--- src/rtl/seq_mult4.sv ---
`default_nettype none
// ============================================================================
// Module      : seq_mult4 (with bit4_adder)
// Description : 4x4 unsigned shift-and-add multiplier, one add/shift per clock.
//               Optional macro SEQ_MULT4_ZERO_BYPASS_EN: zero operands finish
//               immediately without entering RUN.
// Revision    : 1.0 - initial release
// ============================================================================

module bit4_adder (
    input  logic [3:0] a,
    input  logic [3:0] b,
    output logic [3:0] sum,
    output logic       cout
);
    logic [4:0] w_c;

    assign w_c[0] = 1'b0;

    genvar i;
    generate
        for (i = 0; i < 4; i++) begin : g_ripple
            assign sum[i]   = a[i] ^ b[i] ^ w_c[i];
            assign w_c[i+1] = (a[i] & b[i]) | (w_c[i] & (a[i] ^ b[i]));
        end
    endgenerate

    assign cout = w_c[4];
endmodule

module seq_mult4 (
    input  logic       clk,
    input  logic       rst,
    input  logic       start,
    input  logic [3:0] a,
    input  logic [3:0] b,
    output logic       busy,
    output logic       done,
    output logic [7:0] product
);
    typedef enum logic [1:0] {
        S_IDLE = 2'd0,
        S_RUN  = 2'd1,
        S_DONE = 2'd2
    } state_t;

    state_t      r_state;
    state_t      w_next;
    logic [3:0]  r_m;
    logic [3:0]  r_q;
    logic [3:0]  r_a;
    logic [1:0]  r_cnt;
    logic [7:0]  r_product;
    logic [3:0]  w_addend;
    logic [3:0]  w_sum;
    logic        w_carry;
    logic        w_accept;
    logic        w_zero;
    logic [7:0]  w_shifted;

`ifdef SEQ_MULT4_ZERO_BYPASS_EN
    assign w_zero = (a == 4'h0) || (b == 4'h0);
`else
    assign w_zero = 1'b0;
`endif

    // A new operation may only be accepted outside RUN.
    assign w_accept  = start && (r_state != S_RUN);
    assign w_addend  = r_q[0] ? r_m : 4'h0;
    assign w_shifted = {w_carry, w_sum, r_q[3:1]};

    bit4_adder u_adder (
        .a    (r_a),
        .b    (w_addend),
        .sum  (w_sum),
        .cout (w_carry)
    );

    always_ff @(posedge clk or posedge rst) begin
        if (rst) begin
            r_state <= S_IDLE;
        end else begin
            r_state <= w_next;
        end
    end

    always_comb begin
        w_next = r_state;
        case (r_state)
            S_IDLE, S_DONE: begin
                if (start) begin
                    w_next = w_zero ? S_DONE : S_RUN;
                end else begin
                    w_next = S_IDLE;
                end
            end
            S_RUN: begin
                if (r_cnt == 2'd3) begin
                    w_next = S_DONE;
                end
            end
            default: w_next = S_IDLE;
        endcase
    end

    always_ff @(posedge clk or posedge rst) begin
        if (rst) begin
            r_m       <= 4'h0;
            r_q       <= 4'h0;
            r_a       <= 4'h0;
            r_cnt     <= 2'd0;
            r_product <= 8'h00;
        end else if (w_accept) begin
            r_m   <= a;
            r_q   <= b;
            r_a   <= 4'h0;
            r_cnt <= 2'd0;
            if (w_zero) begin
                r_product <= 8'h00;
            end
        end else if (r_state == S_RUN) begin
            {r_a, r_q} <= w_shifted;
            r_cnt      <= r_cnt + 2'd1;
            if (r_cnt == 2'd3) begin
                r_product <= w_shifted;
            end
        end
    end

    assign busy    = (r_state == S_RUN);
    assign done    = (r_state == S_DONE);
    assign product = r_product;
endmodule

`default_nettype wire

--- config.mk ---
export PLATFORM = sky130hd
export DESIGN_NAME = seq_mult4
export DESIGN_NICKNAME = d
export VERILOG_FILES = /design/src/rtl/seq_mult4.sv
export SDC_FILE = /design/constraint.sdc
export NUM_CORES = 1
export LEC_CHECK = 0
export ABC_AREA = 0
export CAP_MARGIN = 20
export CORE_UTILIZATION = 54
export DETAILED_ROUTE_END_ITERATION = 10
export PLACE_DENSITY = 0.92
export SYNTH_ARGS = -nofsm -noshare
export SYNTH_HDL_FRONTEND = slang
export SYNTH_HIERARCHICAL = 1
export SYNTH_SLANG_ARGS = --single-unit
--- constraint.sdc ---
create_clock -name clk -period 5.98 [get_ports clk]
set_input_delay 0.897 -clock clk [delete_from_list [all_inputs] [get_ports clk]]
set_output_delay 0.897 -clock clk [all_outputs]
set_load 0.02 [all_outputs]
==> results of run 1 <==
[kinds of logic (layout without fill, tap and decap cells)]
family / Yosys count / in the layout / share of synthesized area, %
simple gates: 24 / 24 / 12.7
flops: 24 / 24 / 53.0
fa+ha+maj: 5 / 5 / 7.51
mux: 18 / 18 / 17.5
buf+inv: 15 / 36 / 5.30
compound gates: 9 / 9 / 3.98
[area by class of cell]
type	instances	area, µm²	area share, %
Multi-Input combinational cell	56	472	34.0
Inverter	12	45.0	3.25
Timing Repair Buffer	20	200	14.4
Sequential cell	24	601	43.3
Clock buffer	4	36.3	2.61
Tap cell	27	33.8	2.43
[state kept, by name, summed over array words and instances, names as in the netlist]
| name | count |
|---|---|
| product | 8 |
| r_m | 4 |
| r_state | 2 |
| r_a | 4 |
| r_q | 4 |
| r_cnt | 2 |
[routing by layer]
| metal | up-vias | global-route usage, % | wire, µm |
|---|---|---|---|
| met5 | - | 0 | 0 |
| met4 | 0 | 8.33 | 25 |
| met3 | 2 | 5.28 | 75 |
| met2 | 21 | 35.9 | 1110 |
| met1 | 353 | 24.9 | 843 |
| li1 | 343 | - | - |
[path summary, 6_finish.rpt]
kind                         endpoint  cells past startpoint  slack, ns       start
setup / recovery                 busy                      2       3.22  r_state[1]
hold / removal             product[6]                      1       0.53  product[6]
setup reg to reg           product[6]                     10       3.64      r_q[0]
hold reg to reg            product[6]                      1       0.53  product[6]
max in group asynchronous      r_m[3]                      2       4.37         rst
min in group asynchronous      r_q[1]                      2       1.07         rst
[cell usage after synthesis, drive strengths merged]
master | number | area share (%)
dfrtp | 24 | 53
mux2 | 14 | 14
inv | 12 | 4.0
nand2 | 10 | 4.0
o21ai | 9 | 4.0
nand2b | 6 | 4.0
and2 | 4 | 2.2
mux2i | 4 | 3.5
fa | 3 | 5.3
buf | 2 | 0.88
ha | 2 | 2.2
nor2 | 2 | 0.66
and2b | 1 | 0.66
clkbuf | 1 | 0.44
nor2b | 1 | 1.2
[report_power, final]
group	total, mW	switching, mW	internal, mW
Sequential	0.274	0.0440	0.230
Clock	0.0851	0.0479	0.0371
Combinational	0.302	0.152	0.150
Total	0.661	0.244	0.418
[placed cells by master (no fill, tap or decap), drive strengths merged]
cell	netlist	layout
o21ai	9	9
nor2	2	2
inv	12	12
fa	3	3
dfrtp	24	24
mux2	14	14
and2b	1	1
and2	4	4
mux2i	4	4
clkbuf	1	4
nand2	10	10
nand2b	6	6
clkdlybuf4s50	0	20
ha	2	2
nor2b	1	1
==> impl_metrics.json, run 1 <==
{
  "cap_violations": 0,
  "routedWlPerCell_um": 14.4,
  "setup_slack_ns": 3.22,
  "drive_gt1_share_pct": 18.1,
  "dieHeight_um": 47.8,
  "clock-root-buffer": "clkbuf_4",
  "max_stage_delay_ns": 0.70,
  "routed_via_density": 5.03,
  "cts_buffer_depth": 2,
  "coreArea_um2": 1960,
  "grt_usage_pct": 20.9,
  "synthCells": 95,
  "vdd_ir_drop_max_v": 0.000310,
  "dp_hpwl_mm": 1.46,
  "cp_slowest_cell": "clkdlybuf4s50_1",
  "max_freq_mhz": 362,
  "ys_types": 17,
  "routed_wirelength_mm": 2.05,
  "drt_iter0_drc": 6,
  "areaGrowthSynthToFinish_pct": 22.5,
  "path_class": "register to output port",
  "antennaDiodeCount": 0,
  "worstPathCellList": "nor2b_4 > clkdlybuf4s50_1",
  "cp.buffers_inverters": 1,
  "timing.hold.ws_ns": 0.527,
  "cp-start-kind": "register",
  "cts_resized": 0,
  "hp-class": "register to register",
  "grt_pass1_wl_mm": 3.18,
  "synth_warnings": 6,
  "clkLatencyLatePin_ns": 0.31,
  "postCtsSetupRepairBufs": 0,
  "clkTransAtPathRegs_ns": 0.13,
  "min_period_over_period_pct": 46.2,
  "crit_arrival_ns": 1.87,
  "worstPathRequired_ns": 5.08,
  "synth_area_um2": 1130,
  "leakagePower_nw": 0.664,
  "yosysSeqAreaShare_pct": 53.0,
  "cts_hold_buf": 0,
  "cp-end-kind": "output port",
  "synth.ff_latch_count": 24,
  "start_util_pct": 57.7,
  "rsz0062_at_grt": "no",
  "syn_nets": 111,
  "cts_tree": "built",
  "setup-tns-final_ns": 0,
  "final-setup-viol-count": 0,
  "syn_area_per_cell_um2": 11.9,
  "drc": 0,
  "place_area_um2": 1350,
  "min_period_ns": 2.76,
  "postRouteAntennaNets": 0,
  "preCtsSetupSlack_ns": 3.58,
  "cts.sinks": 24,
  "cts_buffers": 3,
  "grt_overflow_total": 0,
  "crit_fanout": 23,
  "ios": 21,
  "powerDensity_nw_per_um2": 476,
  "gp_congestion": 0.735,
  "final_cell_area_um2": 1390,
  "fin_skew_ns": 0.00529,
  "nNetsFinal": 133,
  "grt_start_max_net_pins": 25,
  "relSlewSlack_pct": 40.8,
  "io_buffers": 20,
  "grt_pass1_vias": 743,
  "instances_no_fill": 143,
  "h-tree-depth": 1,
  "finalPower_mw": 0.661,
  "finalMaxSlewViolations": 0,
  "dp.cells": 139,
  "hold_viol_final": 0,
  "status": "completed",
  "antenna_found_initial": 0,
  "die_area_um2": 2280,
  "placementRows": 16,
  "cp_top_family": "buffers and inverters",
  "n_fill_cell": 157,
  "vias": 719,
  "die_w_um": 47.8,
  "tightest_slew_ns": 0.888,
  "firstDrtPassIters": 4,
  "post-route-util_pct": 70.7
}
Note: power is estimated with default switching activity, not from simulation.
==> inputs of run 2 (changes only) <==
CORE_UTILIZATION = 45   (was 54)
PLACE_DENSITY = 0.83   (was 0.92)
clock period = 2.22 ns   (was 5.98 ns; I/O delays follow)
==> impl_metrics.json, run 2 (synthesis gave the netlist of run 1 again) <==
{
  "tightest_slew_ns": 0.589,
  "dp.cells": 142,
  "grt_pass1_vias": 741,
  "dp_hpwl_mm": 1.45,
  "grt_start_max_net_pins": 25,
  "grt_usage_pct": 16.2,
  "placementRows": 17,
  "min_period_over_period_pct": 100,
  "final_cell_mix": "dfrtp_1 (24), clkdlybuf4s50_1 (20), mux2_2 (14)",
  "path_class": "register to register",
  "final-setup-viol-count": 1,
  "powerDensity_nw_per_um2": 1270,
  "crit_arrival_ns": 2.43,
  "hp-class": "input pin to asynchronous set/reset pin",
  "die_area_um2": 2720,
  "coreArea_um2": 2300,
  "io_buffers": 20,
  "die_w_um": 52.2,
  "p_sw_share_pct": 35.6,
  "final_cell_area_um2": 1430,
  "status": "complete, but fails checks",
  "p_sw_mw": 0.650,
  "largest_reg_flops": 8,
  "h-tree-depth": 1,
  "areaGrowthSynthToFinish_pct": 26.4,
  "cap_violations": 0,
  "setup-tns-final_ns": -0.0109,
  "gp_congestion": 0.740,
  "combPwrFrac_pct": 47.7,
  "ios": 21,
  "clock-root-buffer": "clkbuf_4",
  "setup_slack_ns": -0.0109,
  "postRouteAntennaNets": 0,
  "finalPower_mw": 1.82,
  "instances_no_fill": 149,
  "max_freq_mhz": 448,
  "relSlewSlack_pct": 60.6,
  "routed_via_density": 4.95,
  "antenna_found_initial": 0,
  "place_area_um2": 1370,
  "worstPathRequired_ns": 2.42,
  "crit_fanout": 4,
  "p_seq_share_pct": 40.0,
  "finalMaxSlewViolations": 0,
  "fin_skew_ns": 0.00247,
  "internal_power_mw": 1.17,
  "vias": 737,
  "routed_wirelength_mm": 2.00,
  "rsz0062_at_grt": "yes",
  "drc": 0,
  "nNetsFinal": 138,
  "hold_viol_final": 0,
  "cts_hold_buf": 0,
  "start_util_pct": 49.3,
  "grt_pass1_wl_mm": 3.22,
  "leakagePower_nw": 0.683,
  "post-route-util_pct": 62.3,
  "dieHeight_um": 52.2,
  "grt_overflow_total": 0,
  "violations": "negative setup slack",
  "antennaDiodeCount": 0,
  "cts_buffers": 3,
  "firstDrtPassIters": 4,
  "min_period_ns": 2.23,
  "cts_buffer_depth": 2,
  "cts.sinks": 24,
  "vdd_ir_drop_max_v": 0.000910,
  "rrSetupSlack_ns": -0.01,
  "clkLatencyLatePin_ns": 0.30,
  "cts_tree": "built",
  "layout_commonest_cell": "dfrtp_1",
  "routedWlPerCell_um": 13.4,
  "drt_iter0_drc": 6,
  "clkTransAtPathRegs_ns": 0.13,
  "p_clk_share_pct": 12.3,
  "drive_gt1_share_pct": 25.6,
  "cp-end-kind": "register",
  "cp-start-kind": "register"
}
[run 2: cell types whose count changed in the layout (fill, tap and decap cells not counted), sizes merged]
cell / before / now
buf: 0 / 5
[run 2: critical path: stages, from the launching register on]
cell and delay, ns:
dfrtp_1 0.40, and2_1 0.14, ha_1 0.13, inv_1 0.05, fa_2 0.34, inv_2 0.06
fa_2 0.18, inv_2 0.04, fa_1 0.49, inv_2 0.04, mux2_2 0.25
[run 2: repair_timing]
item / CTS / global route
pin swaps: 0 / 1
endpoints found under the setup margin: 1 / 2
setup buffers: 2 / 1
cloned: 0 / 0
gates resized for setup: 0 / 5
[run 2: stage by stage]
stage / worst slack (ns) / hold slack (ns)
finish: -0.0109 / 0.388
global route: -0.110 / 0.407
CTS: 0.00519 / 0.386
detailed placement: -0.00434 / 0.492
global placement: 0.0838 / 0.488
floorplan: 0.117 / 0.348
[run 2: layout make-up]
cell class	count	area, µm²
repair buffers	25	238
flip-flops and latches	24	601
clock buffers	4	36.3
multi-input cells	56	477
fillers	182	866
well taps	28	35.0
inverters	12	45.0
[run 2: power groups by stage]
stage | Clock (mW) | Sequential (mW) | Combinational (mW)
2_1_floorplan | 0 | 0.780 | 0.498
3_3_place_gp | 0 | 0.728 | 0.793
6_report | 0.225 | 0.728 | 0.869
4_1_cts | 0.234 | 0.729 | 0.847
5_1_grt | 0.250 | 0.752 | 0.947
3_5_place_dp | 0 | 0.743 | 0.820
[run 2: layer usage]
metal	vias up	wire length (µm)	global-route usage [%]
met5	-	0	0
met1	367	869	21.0
met2	14	1080	29.3
met4	0	0	2.63
li1	356	-	-
met3	0	45	2.05
[run 2: path summary, 6_finish.rpt]
path / depth (start not counted) / from / endpoint
worst max register to register: 10 / r_q[0] / product[6]
max in group asynchronous: 3 / rst / r_a[3]
worst min-delay path: 3 / rst / product[2]
min in group clk: 1 / product[1] / product[1]
worst min register to register: 1 / product[1] / product[1]
worst max-delay path: 10 / r_q[0] / product[6]
